File: config.mk
export PLATFORM = sky130hd
export DESIGN_NAME = cache_req_arb_flat
export DESIGN_NICKNAME = d
export VERILOG_FILES = /design/src/rtl/cache_req_arb_pkg.sv /design/src/rtl/cache_req_arb_if.sv /design/src/rtl/cache_req_arb_rr_pick.sv /design/src/rtl/cache_req_arb.sv /design/src/flat_wrapper.sv
export SDC_FILE = /design/constraint.sdc
export NUM_CORES = 1
export LEC_CHECK = 0
export BUFFER_PORTS_ARGS = -buffer_cell sky130_fd_sc_hd__buf_2
export CELL_PAD_IN_SITES_DETAIL_PLACEMENT = 2
export CELL_PAD_IN_SITES_GLOBAL_PLACEMENT = 2
export CORE_MARGIN = 1.5
export CORE_UTILIZATION = 25
export DETAILED_ROUTE_END_ITERATION = 16
export MAX_ROUTING_LAYER = met4
export PLACE_DENSITY_LB_ADDON = 0.2
export SYNTH_ARGS = -nofsm -noshare
export SYNTH_HDL_FRONTEND = slang
export SYNTH_SLANG_ARGS = --single-unit
File: constraint.sdc
create_clock -name aclk_i -period 4.9 [get_ports aclk_i]
set_clock_uncertainty 0.05 [all_clocks]
set_input_delay 0.49 -clock aclk_i [delete_from_list [all_inputs] [get_ports aclk_i]]
set_output_delay 0.49 -clock aclk_i [all_outputs]
set_load 0.05 [all_outputs]
File: src/rtl/cache_req_arb_pkg.sv
// Shared types and the round-robin helper used by the cache request arbiter.
package cache_arb_pkg;

  // Widest requester vector the round-robin helper handles.
  localparam int RR_MAX_REQ = 32;

  typedef enum logic [1:0] {
    IDLE,
    ISSUE,
    WAIT_DONE
  } arb_state_t;

  // First set bit of mask at or after ptr, wrapping at n; one-hot result, zero if mask is empty.
  function automatic logic [RR_MAX_REQ-1:0] rr_onehot(input logic [RR_MAX_REQ-1:0] mask,
                                                     input int unsigned ptr,
                                                     input int unsigned n);
    logic [RR_MAX_REQ-1:0] grant;
    logic                  found;
    int unsigned           idx;
    grant = '0;
    found = 1'b0;
    for (int unsigned i = 0; i < RR_MAX_REQ; i++) begin
      idx = ptr + i;
      if (idx >= n) idx = idx - n;
      if ((i < n) && !found && mask[idx[4:0]]) begin
        grant[idx[4:0]] = 1'b1;
        found           = 1'b1;
      end
    end
    return grant;
  endfunction

endpackage

File: src/rtl/cache_req_arb_if.sv
// Requester-side and main-FSM-side signals of the cache request arbiter.
interface cache_req_arb_if #(
  parameter int N_REQ = 2,
  parameter int PKT_W = 64,
  parameter int IDW   = (N_REQ > 1) ? $clog2(N_REQ) : 1
);

  logic [N_REQ-1:0]       req_valid_i;
  logic [N_REQ*PKT_W-1:0] req_pkt_i;
  logic [N_REQ-1:0]       req_urgent_i;
  logic [N_REQ-1:0]       req_ready_o;
  logic                   pkt_valid_o;
  logic [PKT_W-1:0]       pkt_data_o;
  logic                   pkt_ready_i;
  logic                   done_i;
  logic                   rsp_valid_o;
  logic [IDW-1:0]         rsp_id_o;
  logic                   busy_o;
  logic                   err_o;

  // Arbiter side.
  modport slave (
    input  req_valid_i, req_pkt_i, req_urgent_i, pkt_ready_i, done_i,
    output req_ready_o, pkt_valid_o, pkt_data_o, rsp_valid_o, rsp_id_o, busy_o, err_o
  );

  // Requesters plus main FSM side.
  modport master (
    output req_valid_i, req_pkt_i, req_urgent_i, pkt_ready_i, done_i,
    input  req_ready_o, pkt_valid_o, pkt_data_o, rsp_valid_o, rsp_id_o, busy_o, err_o
  );

endinterface

File: src/rtl/cache_req_arb_rr_pick.sv
// Combinational round-robin picker: one-hot grant, encoded id and any-request flag.
module cache_rr_pick
  import cache_arb_pkg::*;
#(
  parameter int N_REQ = 2,
  parameter int IDW   = 1
) (
  input  logic [N_REQ-1:0] mask_i,
  input  logic [IDW-1:0]   ptr_i,
  output logic [N_REQ-1:0] grant_o,
  output logic [IDW-1:0]   id_o,
  output logic             any_o
);

  logic [RR_MAX_REQ-1:0] mask_ext;

  // Widen the mask to the helper width and pick the first requester at or after ptr_i.
  always_comb begin
    mask_ext                = '0;
    mask_ext[N_REQ-1:0]     = mask_i;
    grant_o                 = N_REQ'(rr_onehot(mask_ext, 32'(ptr_i), N_REQ));
  end

  // Encode the one-hot grant into a requester id.
  always_comb begin
    id_o = '0;
    for (int k = 0; k < N_REQ; k++) begin
      if (grant_o[k]) id_o = IDW'(k);
    end
  end

  assign any_o = |mask_i;

endmodule

File: src/rtl/cache_req_arb.sv
// Arbitrates N requesters onto the cache main FSM packet port, one transaction at a time.
// Priority: starved requesters, then urgent, then plain; round-robin within each class.
module cache_req_arb
  import cache_arb_pkg::*;
#(
  parameter int N_REQ      = 2,
  parameter int PKT_W      = 64,
  parameter int STARVE_MAX = 8
) (
  input  logic            aclk_i,
  input  logic            arstn_i,
  cache_req_arb_if.slave  bus
);

  localparam int IDW   = (N_REQ > 1) ? $clog2(N_REQ) : 1;
  localparam int AGE_W = $clog2(STARVE_MAX + 1);
  localparam logic [AGE_W-1:0] AGE_MAX = AGE_W'(STARVE_MAX);
  localparam logic [IDW-1:0]   ID_LAST = IDW'(N_REQ - 1);

  arb_state_t       state_q, state_d;
  logic [IDW-1:0]   rr_ptr_q, rr_ptr_d;
  logic [AGE_W-1:0] age_q [N_REQ];
  logic [AGE_W-1:0] age_d [N_REQ];
  logic [PKT_W-1:0] pkt_q, pkt_d;
  logic [IDW-1:0]   id_q, id_d;
  logic             rsp_valid_q, rsp_valid_d;
  logic [IDW-1:0]   rsp_id_q, rsp_id_d;
  logic             err_q, err_d;

  logic [N_REQ-1:0] starved_mask, urgent_mask, plain_mask;
  logic [N_REQ-1:0] starved_grant, urgent_grant, plain_grant;
  logic [IDW-1:0]   starved_id, urgent_id, plain_id;
  logic             starved_any, urgent_any, plain_any;
  logic [N_REQ-1:0] win_grant;
  logic [IDW-1:0]   win_id;
  logic [N_REQ-1:0] ready;
  logic             accept, complete;

  // Class masks; a starved requester must still be asserting valid to be picked.
  always_comb begin
    for (int k = 0; k < N_REQ; k++) begin
      starved_mask[k] = bus.req_valid_i[k] && (age_q[k] == AGE_MAX);
    end
    urgent_mask = bus.req_valid_i & bus.req_urgent_i;
    plain_mask  = bus.req_valid_i;
  end

  cache_rr_pick #(.N_REQ(N_REQ), .IDW(IDW)) u_pick_starved (
    .mask_i  (starved_mask),
    .ptr_i   (rr_ptr_q),
    .grant_o (starved_grant),
    .id_o    (starved_id),
    .any_o   (starved_any)
  );

  cache_rr_pick #(.N_REQ(N_REQ), .IDW(IDW)) u_pick_urgent (
    .mask_i  (urgent_mask),
    .ptr_i   (rr_ptr_q),
    .grant_o (urgent_grant),
    .id_o    (urgent_id),
    .any_o   (urgent_any)
  );

  cache_rr_pick #(.N_REQ(N_REQ), .IDW(IDW)) u_pick_plain (
    .mask_i  (plain_mask),
    .ptr_i   (rr_ptr_q),
    .grant_o (plain_grant),
    .id_o    (plain_id),
    .any_o   (plain_any)
  );

  // Highest non-empty class wins.
  always_comb begin
    win_grant = plain_grant;
    win_id    = plain_id;
    if (starved_any) begin
      win_grant = starved_grant;
      win_id    = starved_id;
    end else if (urgent_any) begin
      win_grant = urgent_grant;
      win_id    = urgent_id;
    end
  end

  // FSM next state, accept/complete strobes and sticky error.
  always_comb begin
    state_d  = state_q;
    accept   = 1'b0;
    complete = 1'b0;
    err_d    = err_q;
    unique case (state_q)
      IDLE: begin
        if (plain_any) begin
          accept  = 1'b1;
          state_d = ISSUE;
        end
        if (bus.done_i) err_d = 1'b1;
      end
      ISSUE: begin
        if (bus.pkt_ready_i) begin
          if (bus.done_i) begin
            complete = 1'b1;
            state_d  = IDLE;
          end else begin
            state_d  = WAIT_DONE;
          end
        end
      end
      WAIT_DONE: begin
        if (bus.done_i) begin
          complete = 1'b1;
          state_d  = IDLE;
        end
      end
      default: state_d = IDLE;
    endcase
  end

  assign ready = (state_q == IDLE) ? win_grant : '0;

  // Packet/id capture on accept, response and round-robin pointer update on completion.
  always_comb begin
    pkt_d       = pkt_q;
    id_d        = id_q;
    rsp_valid_d = complete;
    rsp_id_d    = rsp_id_q;
    rr_ptr_d    = rr_ptr_q;
    if (accept) begin
      pkt_d = bus.req_pkt_i[int'(win_id)*PKT_W +: PKT_W];
      id_d  = win_id;
    end
    if (complete) begin
      rsp_id_d = id_q;
      rr_ptr_d = (id_q == ID_LAST) ? '0 : id_q + IDW'(1);
    end
  end

  // Per-requester waiting age, saturating; cleared on accept or when valid drops.
  always_comb begin
    for (int k = 0; k < N_REQ; k++) begin
      age_d[k] = age_q[k];
      if (!bus.req_valid_i[k] || ready[k]) begin
        age_d[k] = '0;
      end else if (age_q[k] != AGE_MAX) begin
        age_d[k] = age_q[k] + AGE_W'(1);
      end
    end
  end

  // Control state registers.
  always_ff @(posedge aclk_i) begin
    if (!arstn_i) begin
      state_q     <= IDLE;
      rr_ptr_q    <= '0;
      rsp_valid_q <= 1'b0;
      err_q       <= 1'b0;
      for (int k = 0; k < N_REQ; k++) age_q[k] <= '0;
    end else begin
      state_q     <= state_d;
      rr_ptr_q    <= rr_ptr_d;
      rsp_valid_q <= rsp_valid_d;
      err_q       <= err_d;
      for (int k = 0; k < N_REQ; k++) age_q[k] <= age_d[k];
    end
  end

  // Captured packet and ids; cleared by reset so outputs read zero afterwards.
  always_ff @(posedge aclk_i) begin
    if (!arstn_i) begin
      pkt_q    <= '0;
      id_q     <= '0;
      rsp_id_q <= '0;
    end else begin
      pkt_q    <= pkt_d;
      id_q     <= id_d;
      rsp_id_q <= rsp_id_d;
    end
  end

  assign bus.req_ready_o = ready;
  assign bus.pkt_valid_o = (state_q == ISSUE);
  assign bus.pkt_data_o  = pkt_q;
  assign bus.rsp_valid_o = rsp_valid_q;
  assign bus.rsp_id_o    = rsp_id_q;
  assign bus.busy_o      = (state_q != IDLE);
  assign bus.err_o       = err_q;

endmodule

File: src/flat_wrapper.sv
// flat-port wrapper written by rule: the top's interface ports become plain ports
module cache_req_arb_flat import cache_arb_pkg::*;
#(
  parameter int N_REQ      = 2,
  parameter int PKT_W      = 64,
  parameter int STARVE_MAX = 8
)
  (aclk_i, arstn_i, bus_req_valid_i, bus_req_pkt_i, bus_req_urgent_i, bus_pkt_ready_i, bus_done_i, bus_req_ready_o, bus_pkt_valid_o, bus_pkt_data_o, bus_rsp_valid_o, bus_rsp_id_o, bus_busy_o, bus_err_o);
  cache_req_arb_if #(.N_REQ(N_REQ), .PKT_W(PKT_W), .IDW((1))) bus_i ();
  input  logic aclk_i;
  input  logic arstn_i;
  input wire logic [$bits(bus_i.req_valid_i)-1:0] bus_req_valid_i;
  input wire logic [$bits(bus_i.req_pkt_i)-1:0] bus_req_pkt_i;
  input wire logic [$bits(bus_i.req_urgent_i)-1:0] bus_req_urgent_i;
  input wire logic [$bits(bus_i.pkt_ready_i)-1:0] bus_pkt_ready_i;
  input wire logic [$bits(bus_i.done_i)-1:0] bus_done_i;
  output wire logic [$bits(bus_i.req_ready_o)-1:0] bus_req_ready_o;
  output wire logic [$bits(bus_i.pkt_valid_o)-1:0] bus_pkt_valid_o;
  output wire logic [$bits(bus_i.pkt_data_o)-1:0] bus_pkt_data_o;
  output wire logic [$bits(bus_i.rsp_valid_o)-1:0] bus_rsp_valid_o;
  output wire logic [$bits(bus_i.rsp_id_o)-1:0] bus_rsp_id_o;
  output wire logic [$bits(bus_i.busy_o)-1:0] bus_busy_o;
  output wire logic [$bits(bus_i.err_o)-1:0] bus_err_o;
  assign bus_i.req_valid_i = bus_req_valid_i;
  assign bus_i.req_pkt_i = bus_req_pkt_i;
  assign bus_i.req_urgent_i = bus_req_urgent_i;
  assign bus_i.pkt_ready_i = bus_pkt_ready_i;
  assign bus_i.done_i = bus_done_i;
  assign bus_req_ready_o = bus_i.req_ready_o;
  assign bus_pkt_valid_o = bus_i.pkt_valid_o;
  assign bus_pkt_data_o = bus_i.pkt_data_o;
  assign bus_rsp_valid_o = bus_i.rsp_valid_o;
  assign bus_rsp_id_o = bus_i.rsp_id_o;
  assign bus_busy_o = bus_i.busy_o;
  assign bus_err_o = bus_i.err_o;
  cache_req_arb #(.N_REQ(N_REQ), .PKT_W(PKT_W), .STARVE_MAX(STARVE_MAX)) u_core (.aclk_i(aclk_i), .arstn_i(arstn_i), .bus(bus_i));
endmodule
### After elaboration in Yosys (flattened, before gate mapping)

Memories as Yosys holds them, arrays and structs flattened.
Index checks and enable logic that the tools add are counted.

* memories kept: 1
* output and inout bits: 71
* bits in writable memories: 8
* register bits after elaboration: 71
* word-level logic and storage cells: 111

* $add $sub $neg: 6
* shift operators: 1
* reductions and logical operators: 21
* eq/ne operators: 9
* mux-type cells: 54
* bitwise gates (word level): 6
* $lt $le $gt $ge: 6

Memory list
* u_core.age_q: words 2, width 4, read ports 2, clocked after memory_dff 0, wr ports 2, line cache_req_arb.sv:22 `logic [AGE_W-1:0] age_q [N_REQ];`

Operators with widths (count)
* 128-bit by 8-bit indexed part select with 64-bit output: 1
* 1-bit binary-select mux with 5-bit select: 6
* 2-bit two-way mux: 13
* 4-bit two-way mux: 6
* 1-bit two-way mux: 23
* 5-bit by 6-bit < comparator with 1-bit output, second input constant: 2
* 1-bit demux with 5-bit select: 2
* 5-bit by 1-bit >= comparator with 1-bit output, second input constant: 2
* 5-bit two-way mux: 2
* 4-bit by 1-bit adder with 4-bit output, second input constant: 2
* 4-bit equality test, second input constant: 2
* 4-bit != test, second input constant: 2
* 1-bit logical AND: 7
* 2-bit bitwise OR: 3
* 2-bit one-hot mux with 3 select lines: 1
* 2-bit OR reduction: 3
* 1-bit zero test: 5
* 2-bit != test, second input constant: 2
* 3-bit AND reduction: 1
* 1-bit by 2-bit subtractor with 3-bit output, second input constant: 1
* 2-bit by 2-bit subtractor with 3-bit output, second input constant: 1
* 1-bit by 1-bit adder with 2-bit output, second input constant: 1
* 2-bit bitwise AND: 1
* 2-bit by 1-bit equality test with 1-bit output, second input constant: 1
* other kinds (11): 13

### Logic depth before layout (Yosys ltp)

* word-level depth: 15
* gate-level depth with buffers: 9

### By module

A second synthesis with hierarchy kept.

* cell total of the unflattened synthesis: 482
* area total of the unflattened synthesis: 4977.3 um^2

By module, submodules not included
* cache_req_arb: instances 1, seq. area each 1581.5 um^2, cells an instance 467, area an instance 4879.7 um^2
* cache_rr_pick: instances 3, seq. area each 0.0 um^2, cells an instance 5, area an instance 32.5 um^2

### Least setup slack after synthesis

Ideal clock, no wire load.

* path type: register -> output
* from: memory u_core.age_q[0][0] in the netlist's numbering
* to: output bus_req_ready_o[1]
* buffers on the path: 2
* arrival: 2082 ps
* cell stages (with the launch flop): 9
* data required time: 4360 ps
* setup slack: 2278 ps
* cells stage by stage: dfxtp_1 inv_1 ha_1 and4bb_1 o31ai_2 o21ai_2 buf_6 buf_6 nor2_1

RTL lines
* from (decl): line cache_req_arb.sv:22
* to (decl): line flat_wrapper.sv:17 `output wire logic [$bits(bus_i.req_ready_o)-1:0] bus_req_ready_o;`

==> flow_summary.ini <==
[outcome]
status = completed

[route]
wl_mm = 11.9
vias_per_cell = 4.74
routedWlPerCell_um = 15.8
vias = 3589
post-route-drc-count = 0
drt_iter0_markers = 99
antenna_left = 0
firstDrtPassIters = 4

[timing]
rsz0062_at_grt = false
min_period_ns = 2.79
finalCritPeriodShare_pct = 57.0
slew_viol_final = 0
fin_setup_tns_ns = 0
tightest_slew_ns = 1.04
max-slew-margin-rel_pct = 30.7
timing.fmax_mhz = 358
whs_ns = 0.385
setup_slack_ns = 2.11
hold_viol_final = 0
finalSetupViolations = 0

[hold_path]
min_path_type = in2reg

[cells_and_area]
fin_nets = 714
fin_area_um2 = 4970
drive_above_1_share_pct = 39.4
stdcell_count = 757
area_delta_synth_final_pct = 41.9
utilization_pct = 36.1
multi_input_area_um2 = 1750
fillers = 1601
regArea_um2 = 1580

[pwr]
pwr-share-seq_pct = 35.8
power_switching_mw = 0.779
pwr-share-clk_pct = 33.2
p_sw_share_pct = 36.7
ir_drop_v = 0.000150
power.density_nw_per_um2 = 427
total_power_mw = 2.12
p_int_mw = 1.34
combPwrFrac_pct = 31.0
leakage_nw = 2.56

[flow_run]
cap_viol_max_count = 0

[die]
die_w_um = 121
coreArea_um2 = 13800
initial_core_util_pct = 25.5
fp.dieH_um = 121
die-area_um2 = 14700
ios = 207
row_count = 43

[clock_network]
root_buffer = clkbuf_16
numCtsBuffers = 9
cts_tree = built
clk_latency_ns = 0.34
numClockSinks = 79
post_cts_buffers = 0
path_clk_slew_ns = 0.06
cts_resized = 0
holdBufCountCts = 0
cts.path.max_buffers = 2
htreeDepth = 3

[placement]
postPlaceCellArea_um2 = 4660
dp_slack_ns = 2.08
gp_congestion = 0.752
placed_cells = 740
io_buffers = 206
dp_hpwl_mm = 8.93

[synth]
syn-mean-instance-area_um2 = 9.25
seq_area_frac_synth_pct = 45.1
ys_dominant_reg_cell = dfxtp_1
syn-num-nets = 522
synthArstFlopShare_pct = 0
yosysTopAreaCellShare_pct = 45.1
synth.area.top_cells = dfxtp_1 (45%), mux2i_1 (19%), a21oi_1 (10%)
synth-seq-cells = 79
synth_area_leader_cell = dfxtp_1
synthCells = 379
synth.distinct_cells = 31
synth_warnings = 0
syn-cell-area_um2 = 3510
synth_edf_count = 0

[worst_setup_path]
end_kind = register
critPathMaxFanout = 34
required_ns = 5.03
crit_path_start_kind = register
arrival_ns = 2.92
criticalPathCategory = reg2reg

[global_routing]
antenna_found_initial = 1
grt_pass1_vias = 3741
grt_pass1_wl_mm = 18.1
grt_overflow = 0
grt_max_degree = 79
grt_usage_pct = 16.4
-- worst max-delay path, stage by stage (launching register included) --
cell and delay (ns):
dfxtp_1 0.32, inv_1 0.09, ha_1 0.19, and3b_1 0.23, a21oi_1 0.11, o21ai_4 0.17
buf_4 0.45, buf_4 0.59, mux2i_1 0.27, a21oi_1 0.09
-- per-layer routing --
layer / up-vias / global-route usage [%] / share of wire [%]
li1: 1737 / - / -
met1: 1721 / 16.8 / 40
met2: 117 / 28.5 / 50
met3: 14 / 6.11 / 7.8
met4: 0 / 6.25 / 1.6
met5: - / - / 0
-- placed cells by master (no fill, tap or decap), types with 2 or more instances in the layout --
master / synthesis / routed
inv_1: 10 / 10
nor2_1: 13 / 12
and2_1: 2 / 2
buf_2: 1 / 206
a21oi_1: 71 / 71
mux2i_1: 65 / 65
buf_4: 2 / 3
xor2_1: 2 / 2
clkbuf_16: 0 / 9
clkbuf_1: 21 / 3
o21ai_0: 71 / 71
xnor2_1: 2 / 2
nand2_1: 10 / 10
nand3_1: 2 / 2
ha_1: 7 / 7
nor2b_1: 2 / 2
clkinv_2: 0 / 2
dfxtp_1: 79 / 79
bufinv_16: 0 / 2
-- registers in the layout (all words and copies together), names as in the netlist --
name	count
u_core.bus.rsp_valid_o	1
u_core.id_q	1
u_core.bus.err_o	1
u_core.bus.pkt_data_o	64
u_core.state_q	2
u_core.age_q	8
u_core.rr_ptr_q	1
u_core.bus.rsp_id_o	1
-- cell usage after synthesis, types with 2 or more instances --
library cell	instances
clkbuf_1	21
nor2b_1	2
dfxtp_1	79
nor2_1	13
xnor2_1	2
nand3_1	2
xor2_1	2
o21ai_0	71
nand2_1	10
ha_1	7
mux2i_1	65
buf_4	2
buf_6	5
and2_1	2
inv_1	10
a21oi_1	71
-- cell type report --
type,count,share of cell area (%)
clock buffers,12,4.75
repair buffers,210,21.6
well taps,180,4.53
diodes,1,0.0503
flip-flops and latches,79,31.8
clock inverters,4,1.41
inverters,10,0.755
multi-input cells,261,35.1
-- kinds of logic after synthesis --
| family | synth area share (%) |
|---|---|
| compound gates | 22.6 |
| flops | 45.1 |
| mux | 18.9 |
| buf+inv | 5.50 |
| simple gates | 4.46 |
| fa+ha+maj | 2.50 |
| xor+xnor | 0.999 |
-- worst paths after layout --
check        slack [ns]                        end  cells past startpoint               start
max                2.11  u_core.bus.pkt_data_o[55]                      9  u_core.age_q[0][0]
min                0.38   u_core.bus.pkt_data_o[9]                      3   bus_req_pkt_i[73]
max reg2reg        2.11  u_core.bus.pkt_data_o[55]                      9  u_core.age_q[0][0]
min reg2reg        0.41            u_core.rr_ptr_q                      1         u_core.id_q
-- power by group through the flow --
stage / combinational (mW) / sequential (mW) / clock (mW)
CTS: 0.669 / 0.762 / 0.726
finish: 0.658 / 0.761 / 0.705
floorplan: 0.208 / 1.04 / 0
detailed placement: 0.667 / 0.774 / 0
global route: 0.704 / 0.772 / 0.755
global placement: 0.652 / 0.770 / 0
Power figures use the tool's default switching activity.
